===== src/rtl/conv_loop_sequencer.sv =====
// conv_loop_sequencer
//   Runtime-configurable loop-nest sequencer for the convolution datapath.
//   Walks the tiled output loops (of_t, oy_t, ox_t) and the accumulated loops
//   (ni, ky, kx), outer to inner. It issues one address/control beat per
//   out_valid && out_ready handshake to the input-FM buffer, the weight buffer
//   and a POF x POY x POX MAC array.
//
//   Optional build macro: ZERO_PAD_EN. It adds cfg_pad handling and the pad_zero
//   output. Without the macro, cfg_pad is ignored and there is no pad_zero port.
//
//   Ports
//     clk, rst_n              clock, asynchronous active-low reset
//     start                   pulse in IDLE: latch cfg_* and begin a layer
//     cfg_nif..cfg_s          layer dimensions and stride (DIM_W each)
//     cfg_pad                 zero-padding amount (ZERO_PAD_EN only)
//     busy                    high from accepted start until done
//     done, cfg_err           one-cycle end-of-layer pulse, config-rejected flag
//     out_valid, out_ready    beat handshake
//     ifm_addr, wgt_addr,     buffer addresses of the current beat
//     ofm_addr
//     acc_first, acc_last     MAC load / MAC writeback markers
//     lane_ox/oy/of           valid lanes in the current (possibly edge) tile
//     pad_zero                beat falls outside the unpadded map (ZERO_PAD_EN)
//
//   state   | meaning
//   --------+------------------------------------------------------------
//   S_IDLE  | waiting for start; config is latched on start
//   S_CHECK | one cycle to validate config and preload the first beat
//   S_RUN   | beats valid; counters advance on each accepted handshake
//   S_DONE  | one-cycle done pulse (cfg_err high with it if rejected)
module conv_loop_sequencer #(
  parameter int DIM_W  = 8,
  parameter int ADDR_W = 16,
  parameter int POF    = 8,
  parameter int POY    = 14,
  parameter int POX    = 14
) (
  input  logic                       clk,
  input  logic                       rst_n,
  input  logic                       start,
  input  logic [DIM_W-1:0]           cfg_nif,
  input  logic [DIM_W-1:0]           cfg_nof,
  input  logic [DIM_W-1:0]           cfg_nox,
  input  logic [DIM_W-1:0]           cfg_noy,
  input  logic [DIM_W-1:0]           cfg_nix,
  input  logic [DIM_W-1:0]           cfg_nkx,
  input  logic [DIM_W-1:0]           cfg_nky,
  input  logic [DIM_W-1:0]           cfg_s,
  input  logic [DIM_W-1:0]           cfg_pad,
  output logic                       busy,
  output logic                       done,
  output logic                       cfg_err,
  output logic                       out_valid,
  input  logic                       out_ready,
  output logic [ADDR_W-1:0]          ifm_addr,
  output logic [ADDR_W-1:0]          wgt_addr,
  output logic [ADDR_W-1:0]          ofm_addr,
  output logic                       acc_first,
  output logic                       acc_last,
  output logic [$clog2(POX+1)-1:0]   lane_ox,
  output logic [$clog2(POY+1)-1:0]   lane_oy,
  output logic [$clog2(POF+1)-1:0]   lane_of
`ifdef ZERO_PAD_EN
  ,
  output logic                       pad_zero
`endif
);

  // Intermediates are wide enough that no partial product wraps before the
  // final truncation to ADDR_W.
  localparam int WIDE = 2*DIM_W + ADDR_W;
  localparam int LXW  = $clog2(POX+1);
  localparam int LYW  = $clog2(POY+1);
  localparam int LFW  = $clog2(POF+1);

  typedef enum logic [1:0] {S_IDLE, S_CHECK, S_RUN, S_DONE} state_t;

  state_t             r_state;
  logic               r_busy, r_done, r_err, r_valid;
  logic [DIM_W-1:0]   r_nif, r_nof, r_nox, r_noy, r_nix, r_nkx, r_nky, r_s;
  logic [DIM_W-1:0]   r_of_t, r_oy_t, r_ox_t, r_ni, r_ky, r_kx;
  logic [ADDR_W-1:0]  r_ifm, r_wgt, r_ofm;
  logic               r_first, r_last;
  logic [LXW-1:0]     r_lane_ox;
  logic [LYW-1:0]     r_lane_oy;
  logic [LFW-1:0]     r_lane_of;

  logic               w_accept, w_final, w_load, w_cfg_bad;
  logic               w_kx_last, w_ky_last, w_ni_last, w_ox_last, w_oy_last, w_of_last;
  logic [DIM_W-1:0]   w_n_of, w_n_oy, w_n_ox, w_n_ni, w_n_ky, w_n_kx;
  logic [WIDE-1:0]    w_of_base, w_oy_base, w_ox_base;
  logic [WIDE-1:0]    w_niy, w_iy, w_ix;
  logic [WIDE-1:0]    w_rem_ox, w_rem_oy, w_rem_of;
  logic [ADDR_W-1:0]  w_ifm, w_wgt, w_ofm;
  logic               w_first, w_last;
  logic [LXW-1:0]     w_lane_ox;
  logic [LYW-1:0]     w_lane_oy;
  logic [LFW-1:0]     w_lane_of;

`ifdef ZERO_PAD_EN
  logic [DIM_W-1:0]   r_pad;
  logic               r_pz;
  logic signed [WIDE:0] w_iy_s, w_ix_s, w_niy_s;
  logic               w_pz;
`else
  logic               w_unused_pad;
  assign w_unused_pad = ^cfg_pad;
`endif

  assign w_accept  = (r_state == S_RUN) && r_valid && out_ready;

  // Last-iteration flags of the current counter state.
  assign w_kx_last = (r_kx == r_nkx - DIM_W'(1));
  assign w_ky_last = (r_ky == r_nky - DIM_W'(1));
  assign w_ni_last = (r_ni == r_nif - DIM_W'(1));
  assign w_ox_last = (WIDE'(r_ox_t) * WIDE'(POX) + WIDE'(POX)) >= WIDE'(r_nox);
  assign w_oy_last = (WIDE'(r_oy_t) * WIDE'(POY) + WIDE'(POY)) >= WIDE'(r_noy);
  assign w_of_last = (WIDE'(r_of_t) * WIDE'(POF) + WIDE'(POF)) >= WIDE'(r_nof);
  assign w_final   = w_kx_last && w_ky_last && w_ni_last &&
                     w_ox_last && w_oy_last && w_of_last;

`ifdef ZERO_PAD_EN
  assign w_cfg_bad = (r_nif == '0) || (r_nof == '0) || (r_nox == '0) ||
                     (r_noy == '0) || (r_nkx == '0) || (r_nky == '0) ||
                     (r_s == '0) || (r_pad >= r_nkx) || (r_pad >= r_nky);
`else
  assign w_cfg_bad = (r_nif == '0) || (r_nof == '0) || (r_nox == '0) ||
                     (r_noy == '0) || (r_nkx == '0) || (r_nky == '0) ||
                     (r_s == '0);
`endif

  assign w_load = ((r_state == S_CHECK) && !w_cfg_bad) || w_accept;

  // Next counter state: cleared in CHECK, ripple-carry increment on accept.
  // On the final beat the counters hold so the outputs stay stable into DONE.
  always_comb begin
    w_n_of = r_of_t;
    w_n_oy = r_oy_t;
    w_n_ox = r_ox_t;
    w_n_ni = r_ni;
    w_n_ky = r_ky;
    w_n_kx = r_kx;
    if (r_state == S_CHECK) begin
      w_n_of = '0;
      w_n_oy = '0;
      w_n_ox = '0;
      w_n_ni = '0;
      w_n_ky = '0;
      w_n_kx = '0;
    end else if (w_accept && !w_final) begin
      if (!w_kx_last) begin
        w_n_kx = r_kx + DIM_W'(1);
      end else begin
        w_n_kx = '0;
        if (!w_ky_last) begin
          w_n_ky = r_ky + DIM_W'(1);
        end else begin
          w_n_ky = '0;
          if (!w_ni_last) begin
            w_n_ni = r_ni + DIM_W'(1);
          end else begin
            w_n_ni = '0;
            if (!w_ox_last) begin
              w_n_ox = r_ox_t + DIM_W'(1);
            end else begin
              w_n_ox = '0;
              if (!w_oy_last) begin
                w_n_oy = r_oy_t + DIM_W'(1);
              end else begin
                w_n_oy = '0;
                w_n_of = r_of_t + DIM_W'(1);
              end
            end
          end
        end
      end
    end
  end

  // Beat fields derived from the next counter state; registered on w_load.
  always_comb begin
    w_of_base = WIDE'(w_n_of) * WIDE'(POF);
    w_oy_base = WIDE'(w_n_oy) * WIDE'(POY);
    w_ox_base = WIDE'(w_n_ox) * WIDE'(POX);
    w_niy     = WIDE'(r_noy - DIM_W'(1)) * WIDE'(r_s) + WIDE'(r_nky);
    w_iy      = WIDE'(r_s) * w_oy_base + WIDE'(w_n_ky);
    w_ix      = WIDE'(r_s) * w_ox_base + WIDE'(w_n_kx);
`ifdef ZERO_PAD_EN
    // Shift by -pad in signed space; the real input map is 2*pad smaller
    // than the padded window span.
    w_iy_s  = $signed({1'b0, w_iy}) - $signed({1'b0, WIDE'(r_pad)});
    w_ix_s  = $signed({1'b0, w_ix}) - $signed({1'b0, WIDE'(r_pad)});
    w_niy_s = $signed({1'b0, w_niy}) - $signed({1'b0, WIDE'(r_pad)})
              - $signed({1'b0, WIDE'(r_pad)});
    w_pz    = w_iy_s[WIDE] || (w_iy_s >= w_niy_s) ||
              w_ix_s[WIDE] || (w_ix_s >= $signed({1'b0, WIDE'(r_nix)}));
    w_ifm   = w_pz ? '0 :
              ADDR_W'((WIDE'(w_n_ni) * w_niy_s[WIDE-1:0] + w_iy_s[WIDE-1:0])
                      * WIDE'(r_nix) + w_ix_s[WIDE-1:0]);
`else
    w_ifm   = ADDR_W'((WIDE'(w_n_ni) * w_niy + w_iy) * WIDE'(r_nix) + w_ix);
`endif
    w_wgt   = ADDR_W'(((WIDE'(w_n_of) * WIDE'(r_nif) + WIDE'(w_n_ni))
                       * WIDE'(r_nky) + WIDE'(w_n_ky)) * WIDE'(r_nkx) + WIDE'(w_n_kx));
    w_ofm   = ADDR_W'((w_of_base * WIDE'(r_noy) + w_oy_base) * WIDE'(r_nox) + w_ox_base);
    w_first = (w_n_ni == '0) && (w_n_ky == '0) && (w_n_kx == '0);
    w_last  = (w_n_ni == r_nif - DIM_W'(1)) && (w_n_ky == r_nky - DIM_W'(1)) &&
              (w_n_kx == r_nkx - DIM_W'(1));
    w_rem_ox  = WIDE'(r_nox) - w_ox_base;
    w_rem_oy  = WIDE'(r_noy) - w_oy_base;
    w_rem_of  = WIDE'(r_nof) - w_of_base;
    w_lane_ox = (w_rem_ox > WIDE'(POX)) ? LXW'(POX) : LXW'(w_rem_ox);
    w_lane_oy = (w_rem_oy > WIDE'(POY)) ? LYW'(POY) : LYW'(w_rem_oy);
    w_lane_of = (w_rem_of > WIDE'(POF)) ? LFW'(POF) : LFW'(w_rem_of);
  end

  always_ff @(posedge clk or negedge rst_n) begin
    if (!rst_n) begin
      r_state   <= S_IDLE;
      r_busy    <= 1'b0;
      r_done    <= 1'b0;
      r_err     <= 1'b0;
      r_valid   <= 1'b0;
      r_nif     <= '0;
      r_nof     <= '0;
      r_nox     <= '0;
      r_noy     <= '0;
      r_nix     <= '0;
      r_nkx     <= '0;
      r_nky     <= '0;
      r_s       <= '0;
      r_of_t    <= '0;
      r_oy_t    <= '0;
      r_ox_t    <= '0;
      r_ni      <= '0;
      r_ky      <= '0;
      r_kx      <= '0;
      r_ifm     <= '0;
      r_wgt     <= '0;
      r_ofm     <= '0;
      r_first   <= 1'b0;
      r_last    <= 1'b0;
      r_lane_ox <= '0;
      r_lane_oy <= '0;
      r_lane_of <= '0;
`ifdef ZERO_PAD_EN
      r_pad     <= '0;
      r_pz      <= 1'b0;
`endif
    end else begin
      r_of_t <= w_n_of;
      r_oy_t <= w_n_oy;
      r_ox_t <= w_n_ox;
      r_ni   <= w_n_ni;
      r_ky   <= w_n_ky;
      r_kx   <= w_n_kx;
      if (w_load) begin
        r_ifm     <= w_ifm;
        r_wgt     <= w_wgt;
        r_ofm     <= w_ofm;
        r_first   <= w_first;
        r_last    <= w_last;
        r_lane_ox <= w_lane_ox;
        r_lane_oy <= w_lane_oy;
        r_lane_of <= w_lane_of;
`ifdef ZERO_PAD_EN
        r_pz      <= w_pz;
`endif
      end
      case (r_state)
        S_IDLE: begin
          if (start) begin
            r_nif   <= cfg_nif;
            r_nof   <= cfg_nof;
            r_nox   <= cfg_nox;
            r_noy   <= cfg_noy;
            r_nix   <= cfg_nix;
            r_nkx   <= cfg_nkx;
            r_nky   <= cfg_nky;
            r_s     <= cfg_s;
`ifdef ZERO_PAD_EN
            r_pad   <= cfg_pad;
`endif
            r_busy  <= 1'b1;
            r_state <= S_CHECK;
          end
        end
        S_CHECK: begin
          if (w_cfg_bad) begin
            r_busy  <= 1'b0;
            r_done  <= 1'b1;
            r_err   <= 1'b1;
            r_state <= S_DONE;
          end else begin
            r_valid <= 1'b1;
            r_state <= S_RUN;
          end
        end
        S_RUN: begin
          if (w_accept && w_final) begin
            r_valid <= 1'b0;
            r_busy  <= 1'b0;
            r_done  <= 1'b1;
            r_state <= S_DONE;
          end
        end
        S_DONE: begin
          r_done  <= 1'b0;
          r_err   <= 1'b0;
          r_state <= S_IDLE;
        end
        default: r_state <= S_IDLE;
      endcase
    end
  end

  assign busy      = r_busy;
  assign done      = r_done;
  assign cfg_err   = r_err;
  assign out_valid = r_valid;
  assign ifm_addr  = r_ifm;
  assign wgt_addr  = r_wgt;
  assign ofm_addr  = r_ofm;
  assign acc_first = r_first;
  assign acc_last  = r_last;
  assign lane_ox   = r_lane_ox;
  assign lane_oy   = r_lane_oy;
  assign lane_of   = r_lane_of;
`ifdef ZERO_PAD_EN
  assign pad_zero  = r_pz;
`endif

endmodule


===== config.mk =====
export PLATFORM = sky130hd
export DESIGN_NAME = conv_loop_sequencer
export DESIGN_NICKNAME = d
export VERILOG_FILES = /design/src/rtl/conv_loop_sequencer.sv
export SDC_FILE = /design/constraint.sdc
export NUM_CORES = 2
export LEC_CHECK = 0
export CORE_ASPECT_RATIO = 0.5
export CORE_UTILIZATION = 50
export DETAILED_ROUTE_END_ITERATION = 10
export PLACE_DENSITY = 0.65
export SYNTH_ARGS = -nofsm -noshare
export SYNTH_HDL_FRONTEND = slang
export SYNTH_SLANG_ARGS = --single-unit

===== constraint.sdc =====
create_clock -name clk -period 41 [get_ports clk]
set_clock_uncertainty 0.1 [all_clocks]
set_input_delay 4.1 -clock clk [delete_from_list [all_inputs] [get_ports clk]]
set_output_delay 4.1 -clock clk [all_outputs]
set_load 0.005 [all_outputs]

* Word level (Yosys, flattened, before mapping)
Index checks and enable logic that the tools add are counted.
Storage, ports and cells: output and inout port bits 66, register bits after elaboration 180
Operators by class: $add $sub $neg 26, reduce and logical (&&, ||, !) cells 44, $mul 14, eq/ne operators 13, multiplexer cells 49, order comparisons 6
Operator list (number):
- two-way mux 8 bit | 32
- > comparator 32 x 4 -> 1 bit (second input constant) | 3
- logical NOT 8 bit | 10
- adder 8 x 1 -> 8 bit (second input constant) | 6
- equality test 8 bit | 6
- multiplier 8 x 3 -> 11 bit (second input constant) | 4
- adder 16 x 8 -> 16 bit | 2
- multiplier 32 x 8 -> 16 bit | 1
- multiplier 8 x 8 -> 16 bit | 2
- adder 28 x 22 -> 29 bit | 1
- multiplier 9 x 19 -> 28 bit | 1
- adder 12 x 4 -> 13 bit (second input constant) | 2
- adder 25 x 8 -> 26 bit | 1
- greater-or-equal comparator 13 x 8 -> 1 bit | 2
- multiplier 26 x 8 -> 16 bit | 1
- subtractor 8 x 12 -> 13 bit | 2
- multiplier 17 x 8 -> 25 bit | 1
- subtractor 8 x 1 -> 8 bit (second input constant) | 3
- adder 20 x 8 -> 21 bit | 1
- adder 19 x 12 -> 20 bit | 1
- multiplier 20 x 8 -> 16 bit | 1
- adder 18 x 9 -> 19 bit | 1
- multiplier 8 x 11 -> 19 bit | 1
- multiplier 9 x 9 -> 18 bit | 1
- other kinds (27) | 66

* Longest topological paths before layout
depth after elaboration 17, mapped depth 67, depth with buffers taken out 67

* Worst setup path after synthesis
OpenSTA, ideal clock, no wires.
path kind in2reg, start point input port out_ready, end point register r_ifm[15], in the netlist ifm_addr[15], data required time 40.808 ns, path buffers 1, setup slack 23.617 ns, arrival 17.192 ns, stages on the path 57, cell sequence nand3_1 nor3_1 nand4_1 or2_0 buf_2 nor4_2 and3_1 xnor2_1 nor2_1 inv_1 fa_1 inv_1 ha_1 a21o_1 a21oi_1 xnor2_1 nand2_1 fa_1 [21 not listed] fa_1 inv_1 fa_1 fa_1 fa_1 ha_1 xor2_1 xnor2_1 xnor2_1 xnor2_1 xnor2_1 xnor2_1 xnor2_1 xnor3_1 xnor2_1 xnor2_1 and3_1 o31ai_2
Between the ends: longest elaborated chain between the ends 10, elaborated cells between the ends (all ways) 23
Ends and longest elaborated chain:
- start, declared | line 54 | input logic out_ready,
- logical AND 1 bit | line 110 | assign w_accept = (r_state == S_RUN) && r_valid && out_ready;
- logical AND 1 bit | line 150 | end else if (w_accept && !w_final) begin
- two-way mux 8 bit | line 150
- two-way mux 8 bit | line 143 | if (r_state == S_CHECK) begin
- net w_n_oy[3] | line 90 | logic [DIM_W-1:0] w_n_of, w_n_oy, w_n_ox, w_n_ni, w_n_ky, w_n_kx;
- multiplier 8 x 3 -> 11 bit | line 183 | w_oy_base = WIDE'(w_n_oy) * WIDE'(POY);
- multiplier 8 x 11 -> 19 bit | line 186 | w_iy = WIDE'(r_s) * w_oy_base + WIDE'(w_n_ky);
- adder 20 x 8 -> 21 bit | line 186
- adder 28 x 22 -> 29 bit | line 201 | w_ifm = ADDR_W'((WIDE'(w_n_ni) * w_niy + w_iy) * WIDE'(r_nix) + w_ix);
- multiplier 32 x 8 -> 16 bit | line 201
- adder 16 bit | line 201
- end signal, assigned | line 258 | r_ifm <= w_ifm;
- end, declared | line 82 | logic [ADDR_W-1:0] r_ifm, r_wgt, r_ofm;
The timed path passes the listed nets, and every way through them passes these cells. A chain may end at the register's enable or synchronous reset.

* Worst setup path in the final report
start point input port out_ready, end point register r_ifm[15], in the netlist ifm_addr[15]
Between the ends: longest elaborated chain between the ends 10, elaborated cells between the ends (all ways) 23
Ends and longest elaborated chain (line):
- logical AND 1 bit * | 110
- logical AND 1 bit | 150
- two-way mux 8 bit | 150
- two-way mux 8 bit | 143
- multiplier 8 x 3 -> 11 bit | 183
- multiplier 8 x 11 -> 19 bit | 186
- adder 20 x 8 -> 21 bit | 186
- adder 28 x 22 -> 29 bit | 201
- multiplier 32 x 8 -> 16 bit | 201
- adder 16 bit | 201
Mark *: on every way between the ends. The rest lies on a longest branch, timed or not.

==> results.md <==
* DRT Pass-1 Iters at 5
* Top cells by area, synth: fa_1, ha_1, dfrtp_1
* Arrival @ worst endpoint at 20.13 ns
* Die area at 0.0811 mm2
* CTS sink cnt at 179
* Synthesized area at 0.0400 mm2
* RSZ-0062 raised after global routing: no
* Worst reg-to-reg setup slack at 22.00 ns
* Vias in the first global route at 32096
* Routed wire length at 98500 um
* Hold_buf cts at 0
* Share of cells above drive strength 1 at 4.34%
* Critical path's largest stage delay at 0.70 ns
* Final hold violation count at 0
* Top_reg_cell synth: dfrtp_1
* Final period util at 48.2%
* Worst r2r src: r_ox_t[0]$_DFF_PN0_
* Pin count of the biggest net entering global routing at 65
* Leak Pwr at 20.9 nW
* Pwr dens at 66.3 mW/mm2
* Hold crit path type: flop to flop
* Top-Level Pins at 142
* DR iter-0 viols at 1979
* Final Max Slew Viols at 0
* Most frequent cell after synthesis: inv_1
* Max Cap Viol at 0
* Worst vdd ir at 0.491 mV
* Largest area contributor in the netlist: fa_1
* Worst Setup Path Type: primary input to flop
* Crit path top cell by count: xnor2_1
* Nets at 5644
* Synth async-reset ratio at 100%
* Gr usage total at 25.9%
* FP Rows at 72
* H-tree depth at 4
* Fmax at 50.6 MHz
* Clock root buffer: clkbuf_16
* Worst-Skew Late Latency at 0.55 ns
* Most frequent cells after synthesis: inv_1, fa_1, nand2_1
* Post-Synthesis Cells at 4438
* Tmin final at 19.76 ns
* Area grow syn2layout at 7.75%
* Relative slew margins at 27.3%
* Final GP Congestion at 0.899
* Post CTS Setup Buffer Count at 0
* WP data required at 41.37 ns
* Total grt overflow at 0
* Cell area after layout at 0.0430 mm2
* Register area share after synthesis at 11.2%
* Post-detailed-placement half-perimeter wirelength at 80200 um
* Die width at 402 um
* Initial core utilization at 51.1%
* Core Box Area at 0.0782 mm2
* Critical Path Source Type: primary input
* CP Capture Type: flop
* Status: completed
* Via count at 29810
* Number of synthesis warnings at 0
* Crit Path Max Fanout at 9
* Syn_area_per_cell at 9.00 um2
* Antenna violations before repair at 2
* Setup Viol. Count Final at 0
* Via-per-instance ratio at 5.36
* Number of synthesized flops with an enable pin at 0
* Die height at 202 um
* Max clock buf depth at 2
* DR DRC count at 0
* CTS Buf Count at 17
* PostCTS Resize Cnt at 0
* HP Start: ofm_addr[3]$_DFFE_PN0P_
* Post-Syn Nets at 5575
* Final ANT Viol Nets at 0
* Cell variety after synth at 90
* Crit path from: out_ready
* Placed Instance Area at 0.0425 mm2
* TritonCTS clock tree: yes
* Slew @ Worst Pin at 1.09 ns
* Synth top area share at 30.9%
* CP max stage cell: nor4_2
* Total Neg Setup Slack at 0 ns
* Register bit total from synthesis at 179
* First-pass GRT wire length at 167000 um
* DR WL/cell at 17.7 um
* # port buffers at 132
* Clock-pin slew on the worst setup and hold paths at 0.08 ns
[layout by cell type, fill, tap and decap left out, drive strengths merged, types with 53 or more instances in the layout]
cell type	n
xnor2	222
mux2	66
o21ai	77
ha	444
nor2b	88
a21o	55
inv	828
and2	295
nor2	218
dfrtp	179
nand2	505
xor2	93
nor3	59
a21oi	140
fa	617
clkdlybuf4s50	131
buf	53
[power breakdown]
group | switching, W | internal [W]
Clock | 0.0000908 | 0.0000862
Sequential | 0.000104 | 0.000230
Combinational | 0.00148 | 0.000858
[cells by family after synthesis]
group,Yosys count,synth area share (%)
xor+xnor,341,8.37
compound gates,452,7.51
mux,72,2.01
buf+inv,954,9.02
simple gates,1378,17.0
fa+ha+maj,1061,44.8
flops,179,11.2
other cells,1,0.00939
[metrics by stage]
stage	utilization (%)	hold slack [ns]	cells	power (W)	setup slack [ns]
2_1_floorplan	-	0.363	4438	0.00199	23.62
3_3_place_gp	54.3	0.351	5524	0.00262	21.01
3_5_place_dp	54.3	0.356	5524	0.00265	20.82
4_1_cts	55.0	0.375	5556	0.00285	21.35
5_1_grt	55.0	0.408	5556	0.00315	20.28
6_report	55.1	0.372	5557	0.00285	21.24
[critical path: cells and delay by family]
| kind | cells | cell delay, ns |
|---|---|---|
| xor+xnor | 12 | 2.34 |
| fa+ha+maj | 16 | 6.58 |
| buf+inv | 10 | 1.46 |
| compound gates | 8 | 1.85 |
| simple gates | 14 | 3.77 |
[area by class of cell]
class	instances	area (um2)
fillers	7119	35100
multi-input cells	3305	31900
flip-flops and latches	179	4480
inverters	819	3080
repair buffers	185	1720
well taps	1036	1300
clock buffers	17	425
clock inverters	15	155
diodes	1	2.50
[worst paths after layout]
| path | to | cells past startpoint |
|---|---|---|
| worst max-delay path | ifm_addr[15]$_DFFE_PN0P_ | 60 |
| worst min-delay path | ofm_addr[3]$_DFFE_PN0P_ | 2 |
| worst max register to register | ifm_addr[15]$_DFFE_PN0P_ | 67 |
| worst min register to register | ofm_addr[3]$_DFFE_PN0P_ | 2 |
| max in group asynchronous | wgt_addr[8]$_DFFE_PN0P_ | 2 |
| min in group asynchronous | r_oy_t[4]$_DFF_PN0_ | 1 |
[routing by layer]
layer	vias to the layer above	share of wire (%)	track usage, %
met5	-	0	0
met4	0	1.9	6.43
met3	101	5.6	4.73
met2	670	45	41.1
met1	14982	48	36.6
li1	14057	-	-
Power figures use the tool's default switching activity.
